### src/rtl/goal_seek_if.sv
// Drive-train goal-seek bus: sensor inputs toward the controller, motor
// direction / duty-select outputs back to the PWM stage.
interface goal_seek_if #(
    parameter int DUTY_W = 2
);
    logic              Enable;
    logic              Pause;
    logic              Inductance;
    logic              IR_1k;
    logic              IR_10k;
    logic              FWD_A;
    logic              FWD_B;
    logic              BWD_A;
    logic              BWD_B;
    logic [DUTY_W-1:0] Duty_SelA;
    logic [DUTY_W-1:0] Duty_SelB;
    logic              Done;
    logic              Fail;
    logic [2:0]        State;

    modport master (
        output Enable, Pause, Inductance, IR_1k, IR_10k,
        input  FWD_A, FWD_B, BWD_A, BWD_B, Duty_SelA, Duty_SelB, Done, Fail, State
    );

    modport slave (
        input  Enable, Pause, Inductance, IR_1k, IR_10k,
        output FWD_A, FWD_B, BWD_A, BWD_B, Duty_SelA, Duty_SelB, Done, Fail, State
    );
endinterface

### src/rtl/goal_seek_ctrl.sv
// Goal-seek direction controller: spin-search for an IR beacon, qualify it,
// run a timed alignment turn, back off from the boundary wire, report Done/Fail.
module goal_seek_ctrl #(
    parameter int DUTY_W         = 2,
    parameter int CNT_W          = 30,
    parameter int ALIGN_CYCLES   = 100_000_000,
    parameter int BACKOFF_CYCLES = 200_000_000,
    parameter int SEARCH_TIMEOUT = 1_000_000_000,
    parameter int QUAL_CYCLES    = 1000,
    parameter bit SEARCH_DIR     = 1'b0,
    parameter int DUTY_SEARCH    = 0,
    parameter int DUTY_ALIGN     = 2,
    parameter int DUTY_BACK      = 3
) (
    input logic        clk,
    input logic        Reset,
    goal_seek_if.slave bus
);
    typedef enum logic [2:0] {
        IDLE    = 3'd0,
        SEARCH  = 3'd1,
        ALIGN_R = 3'd2,
        ALIGN_L = 3'd3,
        PAUSE   = 3'd4,
        BACKOFF = 3'd5,
        DONE    = 3'd6
    } state_t;

    localparam logic [CNT_W-1:0] ALIGN_LAST = CNT_W'(ALIGN_CYCLES - 1);
    localparam logic [CNT_W-1:0] BACK_MIN   = CNT_W'(BACKOFF_CYCLES);
    localparam logic [CNT_W-1:0] TMR_LIMIT  = CNT_W'(SEARCH_TIMEOUT);
    localparam logic [CNT_W-1:0] QUAL_LIMIT = CNT_W'(QUAL_CYCLES);
    localparam logic [3:0] DRV_R    = 4'b1001;
    localparam logic [3:0] DRV_L    = 4'b0110;
    localparam logic [3:0] DRV_BACK = 4'b0011;
    localparam logic [3:0] DRV_SRCH = SEARCH_DIR ? DRV_L : DRV_R;

    state_t            state, state_nxt, ret, ret_nxt;
    logic [1:0]        en_sr;
    logic              rise;
    logic [CNT_W-1:0]  tmr, tmr_nxt, tmr_inc;
    logic [CNT_W-1:0]  q1, q1_nxt, q1_inc;
    logic [CNT_W-1:0]  q10, q10_nxt, q10_inc;
    logic [CNT_W-1:0]  acnt, acnt_nxt;
    logic [CNT_W-1:0]  bcnt, bcnt_nxt;
    logic              fail, fail_nxt;
    logic [3:0]        drv, drv_nxt;
    logic [DUTY_W-1:0] duty, duty_nxt;
    logic              done;
    logic [2:0]        st_out;

    assign rise = en_sr[0] & ~en_sr[1];

    always_ff @(posedge clk) begin
        if (Reset) begin
            state  <= IDLE;
            ret    <= IDLE;
            en_sr  <= 2'b00;
            tmr    <= '0;
            q1     <= '0;
            q10    <= '0;
            acnt   <= '0;
            bcnt   <= '0;
            fail   <= 1'b0;
            drv    <= 4'b0000;
            duty   <= '0;
            done   <= 1'b1;
            st_out <= 3'd0;
        end else begin
            state  <= state_nxt;
            ret    <= ret_nxt;
            en_sr  <= {en_sr[0], bus.Enable};
            tmr    <= tmr_nxt;
            q1     <= q1_nxt;
            q10    <= q10_nxt;
            acnt   <= acnt_nxt;
            bcnt   <= bcnt_nxt;
            fail   <= fail_nxt;
            drv    <= drv_nxt;
            duty   <= duty_nxt;
            done   <= (state == IDLE) || (state == DONE);
            st_out <= state;
        end
    end

    always_comb begin
        state_nxt = state;
        ret_nxt   = ret;
        tmr_nxt   = tmr;
        q1_nxt    = q1;
        q10_nxt   = q10;
        acnt_nxt  = acnt;
        bcnt_nxt  = bcnt;
        fail_nxt  = fail;
        tmr_inc   = tmr + 1'b1;
        q1_inc    = bus.IR_1k  ? q1 + 1'b1  : '0;
        q10_inc   = bus.IR_10k ? q10 + 1'b1 : '0;
        case (state)
            IDLE, DONE: begin
                if (rise) begin
                    state_nxt = SEARCH;
                    tmr_nxt   = '0;
                    q1_nxt    = '0;
                    q10_nxt   = '0;
                    acnt_nxt  = '0;
                    bcnt_nxt  = '0;
                    fail_nxt  = 1'b0;
                end
            end
            default: begin
                if (!bus.Enable) begin
                    state_nxt = IDLE;
                    tmr_nxt   = '0;
                    q1_nxt    = '0;
                    q10_nxt   = '0;
                    acnt_nxt  = '0;
                    bcnt_nxt  = '0;
                end else if (state == PAUSE) begin
                    // Counters hold; resume wherever we left off.
                    if (!bus.Pause) state_nxt = ret;
                end else if (bus.Pause) begin
                    state_nxt = PAUSE;
                    ret_nxt   = state;
                end else if (bus.Inductance && state != BACKOFF) begin
                    state_nxt = BACKOFF;
                    bcnt_nxt  = '0;
                    acnt_nxt  = '0;
                    ret_nxt   = SEARCH;
                end else begin
                    case (state)
                        SEARCH: begin
                            tmr_nxt = tmr_inc;
                            q1_nxt  = q1_inc;
                            q10_nxt = q10_inc;
                            if (tmr_inc == TMR_LIMIT) begin
                                state_nxt = IDLE;
                                fail_nxt  = 1'b1;
                            end else if (q1_inc == QUAL_LIMIT) begin
                                state_nxt = ALIGN_R;
                                acnt_nxt  = '0;
                            end else if (q10_inc == QUAL_LIMIT) begin
                                state_nxt = ALIGN_L;
                                acnt_nxt  = '0;
                            end
                        end
                        ALIGN_R, ALIGN_L: begin
                            if (acnt == ALIGN_LAST) state_nxt = DONE;
                            else                    acnt_nxt  = acnt + 1'b1;
                        end
                        BACKOFF: begin
                            // Count parks at the minimum while the wire is still seen.
                            if (bcnt == BACK_MIN && !bus.Inductance) begin
                                state_nxt = SEARCH;
                                q1_nxt    = '0;
                                q10_nxt   = '0;
                            end else if (bcnt != BACK_MIN) begin
                                bcnt_nxt = bcnt + 1'b1;
                            end
                        end
                        default: state_nxt = IDLE;
                    endcase
                end
            end
        endcase
    end

    always_comb begin
        drv_nxt  = 4'b0000;
        duty_nxt = '0;
        case (state)
            SEARCH:  begin drv_nxt = DRV_SRCH; duty_nxt = DUTY_W'(DUTY_SEARCH); end
            ALIGN_R: begin drv_nxt = DRV_R;    duty_nxt = DUTY_W'(DUTY_ALIGN);  end
            ALIGN_L: begin drv_nxt = DRV_L;    duty_nxt = DUTY_W'(DUTY_ALIGN);  end
            BACKOFF: begin drv_nxt = DRV_BACK; duty_nxt = DUTY_W'(DUTY_BACK);   end
            default: ;
        endcase
    end

    assign {bus.FWD_A, bus.FWD_B, bus.BWD_A, bus.BWD_B} = drv;
    assign bus.Duty_SelA = duty;
    assign bus.Duty_SelB = duty;
    assign bus.Done      = done;
    assign bus.Fail      = fail;
    assign bus.State     = st_out;
endmodule

### src/flat_wrapper.sv
// flat-port wrapper written by rule: the top's interface ports become plain ports
module goal_seek_ctrl_flat 
#(
    parameter int DUTY_W         = 2,
    parameter int CNT_W          = 30,
    parameter int ALIGN_CYCLES   = 100_000_000,
    parameter int BACKOFF_CYCLES = 200_000_000,
    parameter int SEARCH_TIMEOUT = 1_000_000_000,
    parameter int QUAL_CYCLES    = 1000,
    parameter bit SEARCH_DIR     = 1'b0,
    parameter int DUTY_SEARCH    = 0,
    parameter int DUTY_ALIGN     = 2,
    parameter int DUTY_BACK      = 3
)
  (clk, Reset, bus_Enable, bus_Pause, bus_Inductance, bus_IR_1k, bus_IR_10k, bus_FWD_A, bus_FWD_B, bus_BWD_A, bus_BWD_B, bus_Duty_SelA, bus_Duty_SelB, bus_Done, bus_Fail, bus_State);
  goal_seek_if #(.DUTY_W(DUTY_W)) bus_i ();
  input logic clk;
  input logic Reset;
  input wire logic [$bits(bus_i.Enable)-1:0] bus_Enable;
  input wire logic [$bits(bus_i.Pause)-1:0] bus_Pause;
  input wire logic [$bits(bus_i.Inductance)-1:0] bus_Inductance;
  input wire logic [$bits(bus_i.IR_1k)-1:0] bus_IR_1k;
  input wire logic [$bits(bus_i.IR_10k)-1:0] bus_IR_10k;
  output wire logic [$bits(bus_i.FWD_A)-1:0] bus_FWD_A;
  output wire logic [$bits(bus_i.FWD_B)-1:0] bus_FWD_B;
  output wire logic [$bits(bus_i.BWD_A)-1:0] bus_BWD_A;
  output wire logic [$bits(bus_i.BWD_B)-1:0] bus_BWD_B;
  output wire logic [$bits(bus_i.Duty_SelA)-1:0] bus_Duty_SelA;
  output wire logic [$bits(bus_i.Duty_SelB)-1:0] bus_Duty_SelB;
  output wire logic [$bits(bus_i.Done)-1:0] bus_Done;
  output wire logic [$bits(bus_i.Fail)-1:0] bus_Fail;
  output wire logic [$bits(bus_i.State)-1:0] bus_State;
  assign bus_i.Enable = bus_Enable;
  assign bus_i.Pause = bus_Pause;
  assign bus_i.Inductance = bus_Inductance;
  assign bus_i.IR_1k = bus_IR_1k;
  assign bus_i.IR_10k = bus_IR_10k;
  assign bus_FWD_A = bus_i.FWD_A;
  assign bus_FWD_B = bus_i.FWD_B;
  assign bus_BWD_A = bus_i.BWD_A;
  assign bus_BWD_B = bus_i.BWD_B;
  assign bus_Duty_SelA = bus_i.Duty_SelA;
  assign bus_Duty_SelB = bus_i.Duty_SelB;
  assign bus_Done = bus_i.Done;
  assign bus_Fail = bus_i.Fail;
  assign bus_State = bus_i.State;
  goal_seek_ctrl #(.DUTY_W(DUTY_W), .CNT_W(CNT_W), .ALIGN_CYCLES(ALIGN_CYCLES), .BACKOFF_CYCLES(BACKOFF_CYCLES), .SEARCH_TIMEOUT(SEARCH_TIMEOUT), .QUAL_CYCLES(QUAL_CYCLES), .SEARCH_DIR(SEARCH_DIR), .DUTY_SEARCH(DUTY_SEARCH), .DUTY_ALIGN(DUTY_ALIGN), .DUTY_BACK(DUTY_BACK)) u_core (.clk(clk), .Reset(Reset), .bus(bus_i));
endmodule
### config.mk
export PLATFORM = sky130hd
export DESIGN_NAME = goal_seek_ctrl_flat
export DESIGN_NICKNAME = d
export VERILOG_FILES = /design/src/rtl/goal_seek_if.sv /design/src/rtl/goal_seek_ctrl.sv /design/src/flat_wrapper.sv
export SDC_FILE = /design/constraint.sdc
export NUM_CORES = 1
export LEC_CHECK = 0
export ABC_AREA = 1
export BUFFER_PORTS_ARGS = -buffer_cell sky130_fd_sc_hd__buf_4
export CAP_MARGIN = 15
export CORE_MARGIN = 2
export CORE_UTILIZATION = 58
export DETAILED_ROUTE_END_ITERATION = 8
export GPL_TIMING_DRIVEN = 1
export PLACE_DENSITY = 0.8
export RECOVER_POWER = 25
export SYNTH_ARGS = -nofsm -noshare
export SYNTH_HDL_FRONTEND = slang
export SYNTH_SLANG_ARGS = --single-unit
export TNS_END_PERCENT = 5
### constraint.sdc
create_clock -name clk -period 4.04 [get_ports clk]
set_input_delay 0.808 -clock clk [delete_from_list [all_inputs] [get_ports clk]]
set_output_delay 0.808 -clock clk [all_outputs]
set_load 0.02 [all_outputs]
==> metrics.csv <==
stage;metric;value;unit
setup_path;worst-case reg-to-reg path depth;14;
power;Seq pwr share;0.362;
power;clock group share of total power;0.299;
logic_synthesis;FFs w/ async S/R, synth;0;
setup_path;WP data arrival;3.81;ns
sta;RSZ-0062 raised after global routing;no;
sta;Tmin final;3.50;ns
setup_path;CP max FO;49;
detailed_routing;Total Wirelength;31300;microns
clock_tree;clk slew on worst S/H paths;0.07;ns
die;row cnt;51;
cells_and_area;area delta synth->final;6.96;%
setup_path;reg2reg end;u_core.state[2]$_SDFFE_PP0P_;
setup_path;Crit Reg-Reg Startpoint;u_core.state[2]$_SDFFE_PP0P_;
power;total power;5.75;mW
power;PD cells;468;nW/um^2
cells_and_area;most frequent cells in the layout;627 x nand2_1, 301 x nor2_1, 223 x inv_1;
detailed_routing;DRT iter0 DRCs;1132;
sta;Fmax;285;MHz
cells_and_area;share of layout cells above drive strength 1;0.0459;
clock_tree;H-tree depth;4;
power;Leak Pwr;4.53;nW
die;core area;19500;sq um
die;initial core utilization;0.590;
power;maximum vdd drop;0.000307;V
logic_synthesis;Seq/Total Area, Yosys;0.295;
clock_tree;setup bufs post-CTS;0;
detailed_routing;vias per inst;5.59;
grt;global-route wire length before repair;51500;microns
logic_synthesis;FF+latch count, synth;169;
min_path;WHS Endpoint;u_core.en_sr[1]$_SDFF_PP0_;
clock_tree;CTS Buf Count;17;
run_status;failing checks;capacitance limit, slew limit;
setup_path;CP Capture Type;flip-flop;
grt;met3 Resource Use GR;0.0497;
cells_and_area;# nets final;1983;
detailed_routing;via count;12552;
die;chip height;145;microns
cells_and_area;most common cell after layout, fill and taps aside;nand2_1;
detailed_routing;Remaining DRCs;0;
logic_synthesis;syn_nets;2001;
grt;GR peak layer;met2;
min_path;hold depth;2;
power;Comb power frac;0.339;
grt;total gr overflow;0;
clock_tree;post-CTS resize count;0;
sta;Final setup viols;0;
placement;Port Buffers;19;
placement;DP HPWL;22700;microns
sta;clk_skew;0.0179;ns
sta;setup_tns;0;ns
cells_and_area;ANT cells;0;
logic_synthesis;top_reg_cell synth;dfxtp_1;
sta;fin. max-slew vios;50;
logic_synthesis;Synth Area per Inst;5.77;sq um
setup_path;Largest stage delay, worst path;1.61;ns
detailed_routing;Final ANT Viol Nets;0;
sta;fin crit share;0.867;
clock_tree;CTS tree;done;
setup_path;type of origin of the critical path;input pin;
detailed_routing;router iterations before antenna repair;5;
grt;M1 GR Usage;0.384;
sta;Final Hold Fails;0;
logic_synthesis;Syn Inst Count;1988;
power;Sw Share;0.409;
power;internal power;3.40;mW
setup_path;CP max stage cell;clkbuf_1;
min_path;hold path startpoint;u_core.en_sr[0]$_SDFF_PP0_;
logic_synthesis;Yosys warnings;0;
detailed_routing;Routed wire per std cell;13.9;microns
grt;gr usage total;0.302;
grt;initial antenna violation count;0;
grt;largest net degree at the start of global routing;90;
clock_tree;Hold-fix buffers, CTS;0;
power;Psw;2.35;mW
die;die width;145;microns
job;MaxCap Viol Count;1;
sta;Worst Tran Pin Value;2.32;ns
clock_tree;Worst-Skew Late Latency;0.45;ns
grt;number of global-route vias before repair;11317;
logic_synthesis;post-synth cell types;45;
placement;Placer Congestion;0.996;
grt;met2 Resource Use GR;0.511;
logic_synthesis;number of synthesized flops with an enable pin;0;
setup_path;CP required;4.35;ns
clock_tree;clk buf depth;2;
die;die footprint;20900;sq um
logic_synthesis;synthesized cell area;11500;sq um
die;io pins;20;
min_path;Hold Crit Class;flip-flop to flip-flop;
setup_path;reg2reg setup slack;0.62;ns
run_status;status;finished with violations;
sta;Max-slew headroom;-0.548;
setup_path;CP most frequent cell;inv_1;
setup_path;CP cell instances;clkbuf_1 > inv_1 > buf_4 > nand2_1 > inv_1 > o21ai_0 > a2bb2oi_1;
setup_path;critical path type;input pin to flip-flop;
clock_tree;CTS Root Cell;clkbuf_16;
clock_tree;clk sinks;169;
how the worst max path moves through the flow:
stage	startpoint	endpoint	slack [ns]
5_1_grt	u_core.state[2]$_SDFFE_PP0P_	u_core.acnt[10]$_SDFFE_PP0P_	0.26
3_5_place_dp	bus_IR_1k	u_core.acnt[10]$_SDFFE_PP0P_	0.66
6_report	Reset	u_core.bcnt[8]$_SDFFE_PP0P_	0.54
3_3_place_gp	bus_Enable	u_core.acnt[9]$_SDFFE_PP0P_	0.73
2_1_floorplan	bus_IR_10k	u_core.acnt[29]$_SDFFE_PP0P_	1.44
4_1_cts	u_core.q1[1]$_SDFFE_PP0P_	u_core.acnt[10]$_SDFFE_PP0P_	0.79
final cells by class:
cell class,instances,area [sq um]
inverter,231,867
timing repair buffer,26,155
sequential,169,3380
fill,1905,7180
clock inverter,13,169
clock buffer,18,439
multi-input combinational,1525,6930
tap,265,332
worst max-delay path: cells and delay by family:
family	cells	cell delay, ns
and+or+nand+nor	1	0.29
buffers and inverters	4	2.35
AOI/OAI and AO/OA	2	0.31
logic make-up after synthesis:
kind of cell	Yosys count	share of synthesized area
xor gates and xnor gates	8	0.00610
buffers and inverters	294	0.101
and+or+nand+nor	1303	0.492
adders and majority gates	6	0.00654
DFF	169	0.295
AOI/OAI and AO/OA	208	0.0994
stage by stage:
| stage | instance area, sq um | utilization | worst slack, ns | cells | hold WS [ns] |
|---|---|---|---|---|---|
| after CTS | 12300 | 0.634 | 0.791 | 2247 | 0.446 |
| after floorplan | 11500 | - | 1.44 | 1988 | 0.424 |
| after detailed placement | 11700 | 0.603 | 0.657 | 2216 | 0.439 |
| after global routing | 12300 | 0.631 | 0.257 | 2247 | 0.469 |
| after global placement | 11700 | 0.603 | 0.727 | 2216 | 0.433 |
| final | 12300 | 0.631 | 0.536 | 2247 | 0.450 |
state kept, by name, summed over array words and instances (netlist names), 4 cells and up:
register     flops
u_core.acnt     30
u_core.bcnt     30
u_core.drv       4
u_core.q10      30
u_core.q1       30
u_core.tmr      30
routing by layer:
layer,routed length [microns],up-vias
li1,-,6395
met1,13900,5583
met2,14500,486
met3,1890,88
met4,982,0
met5,0,-
power by group through the flow:
| stage | registers [mW] | clock network [mW] | logic, mW |
|---|---|---|---|
| floorplan | 2.08 | 0 | 1.57 |
| global placement | 2.10 | 0 | 1.92 |
| detailed placement | 2.11 | 0 | 1.97 |
| CTS | 2.07 | 1.74 | 1.98 |
| global route | 2.10 | 1.82 | 2.20 |
| finish | 2.08 | 1.72 | 1.95 |
Yosys cell counts (2+ instances only):
library cell	count	area [sq um]
nand3_1	165	826
nor3_1	42	210
nor2_4	7	78.8
inv_2	10	37.5
nand4_1	97	607
nand2_2	13	81.3
o21a_1	6	45.0
o21ai_0	42	210
nor4_1	13	81.3
inv_1	220	826
ha_1	6	75.1
buf_1	6	22.5
clkbuf_1	37	139
a31oi_1	7	43.8
xor2_1	6	52.6
buf_2	12	60.1
nor2_1	299	1120
o21ai_1	3	15.0
o21bai_1	8	60.1
xnor2_1	2	17.5
a21oi_1	124	621
buf_6	4	45.0
a211oi_1	6	45.0
a2bb2oi_1	2	17.5
nor3b_1	4	30.0
and2_1	4	25.0
or2_2	5	31.3
nand3b_1	9	67.6
nand2_1	627	2350
nor2_2	13	81.3
o31ai_1	2	15.0
dfxtp_1	169	3380
a221oi_1	3	26.3
buf_4	4	30.0
No activity file was read; power rests on OpenSTA's default activity.
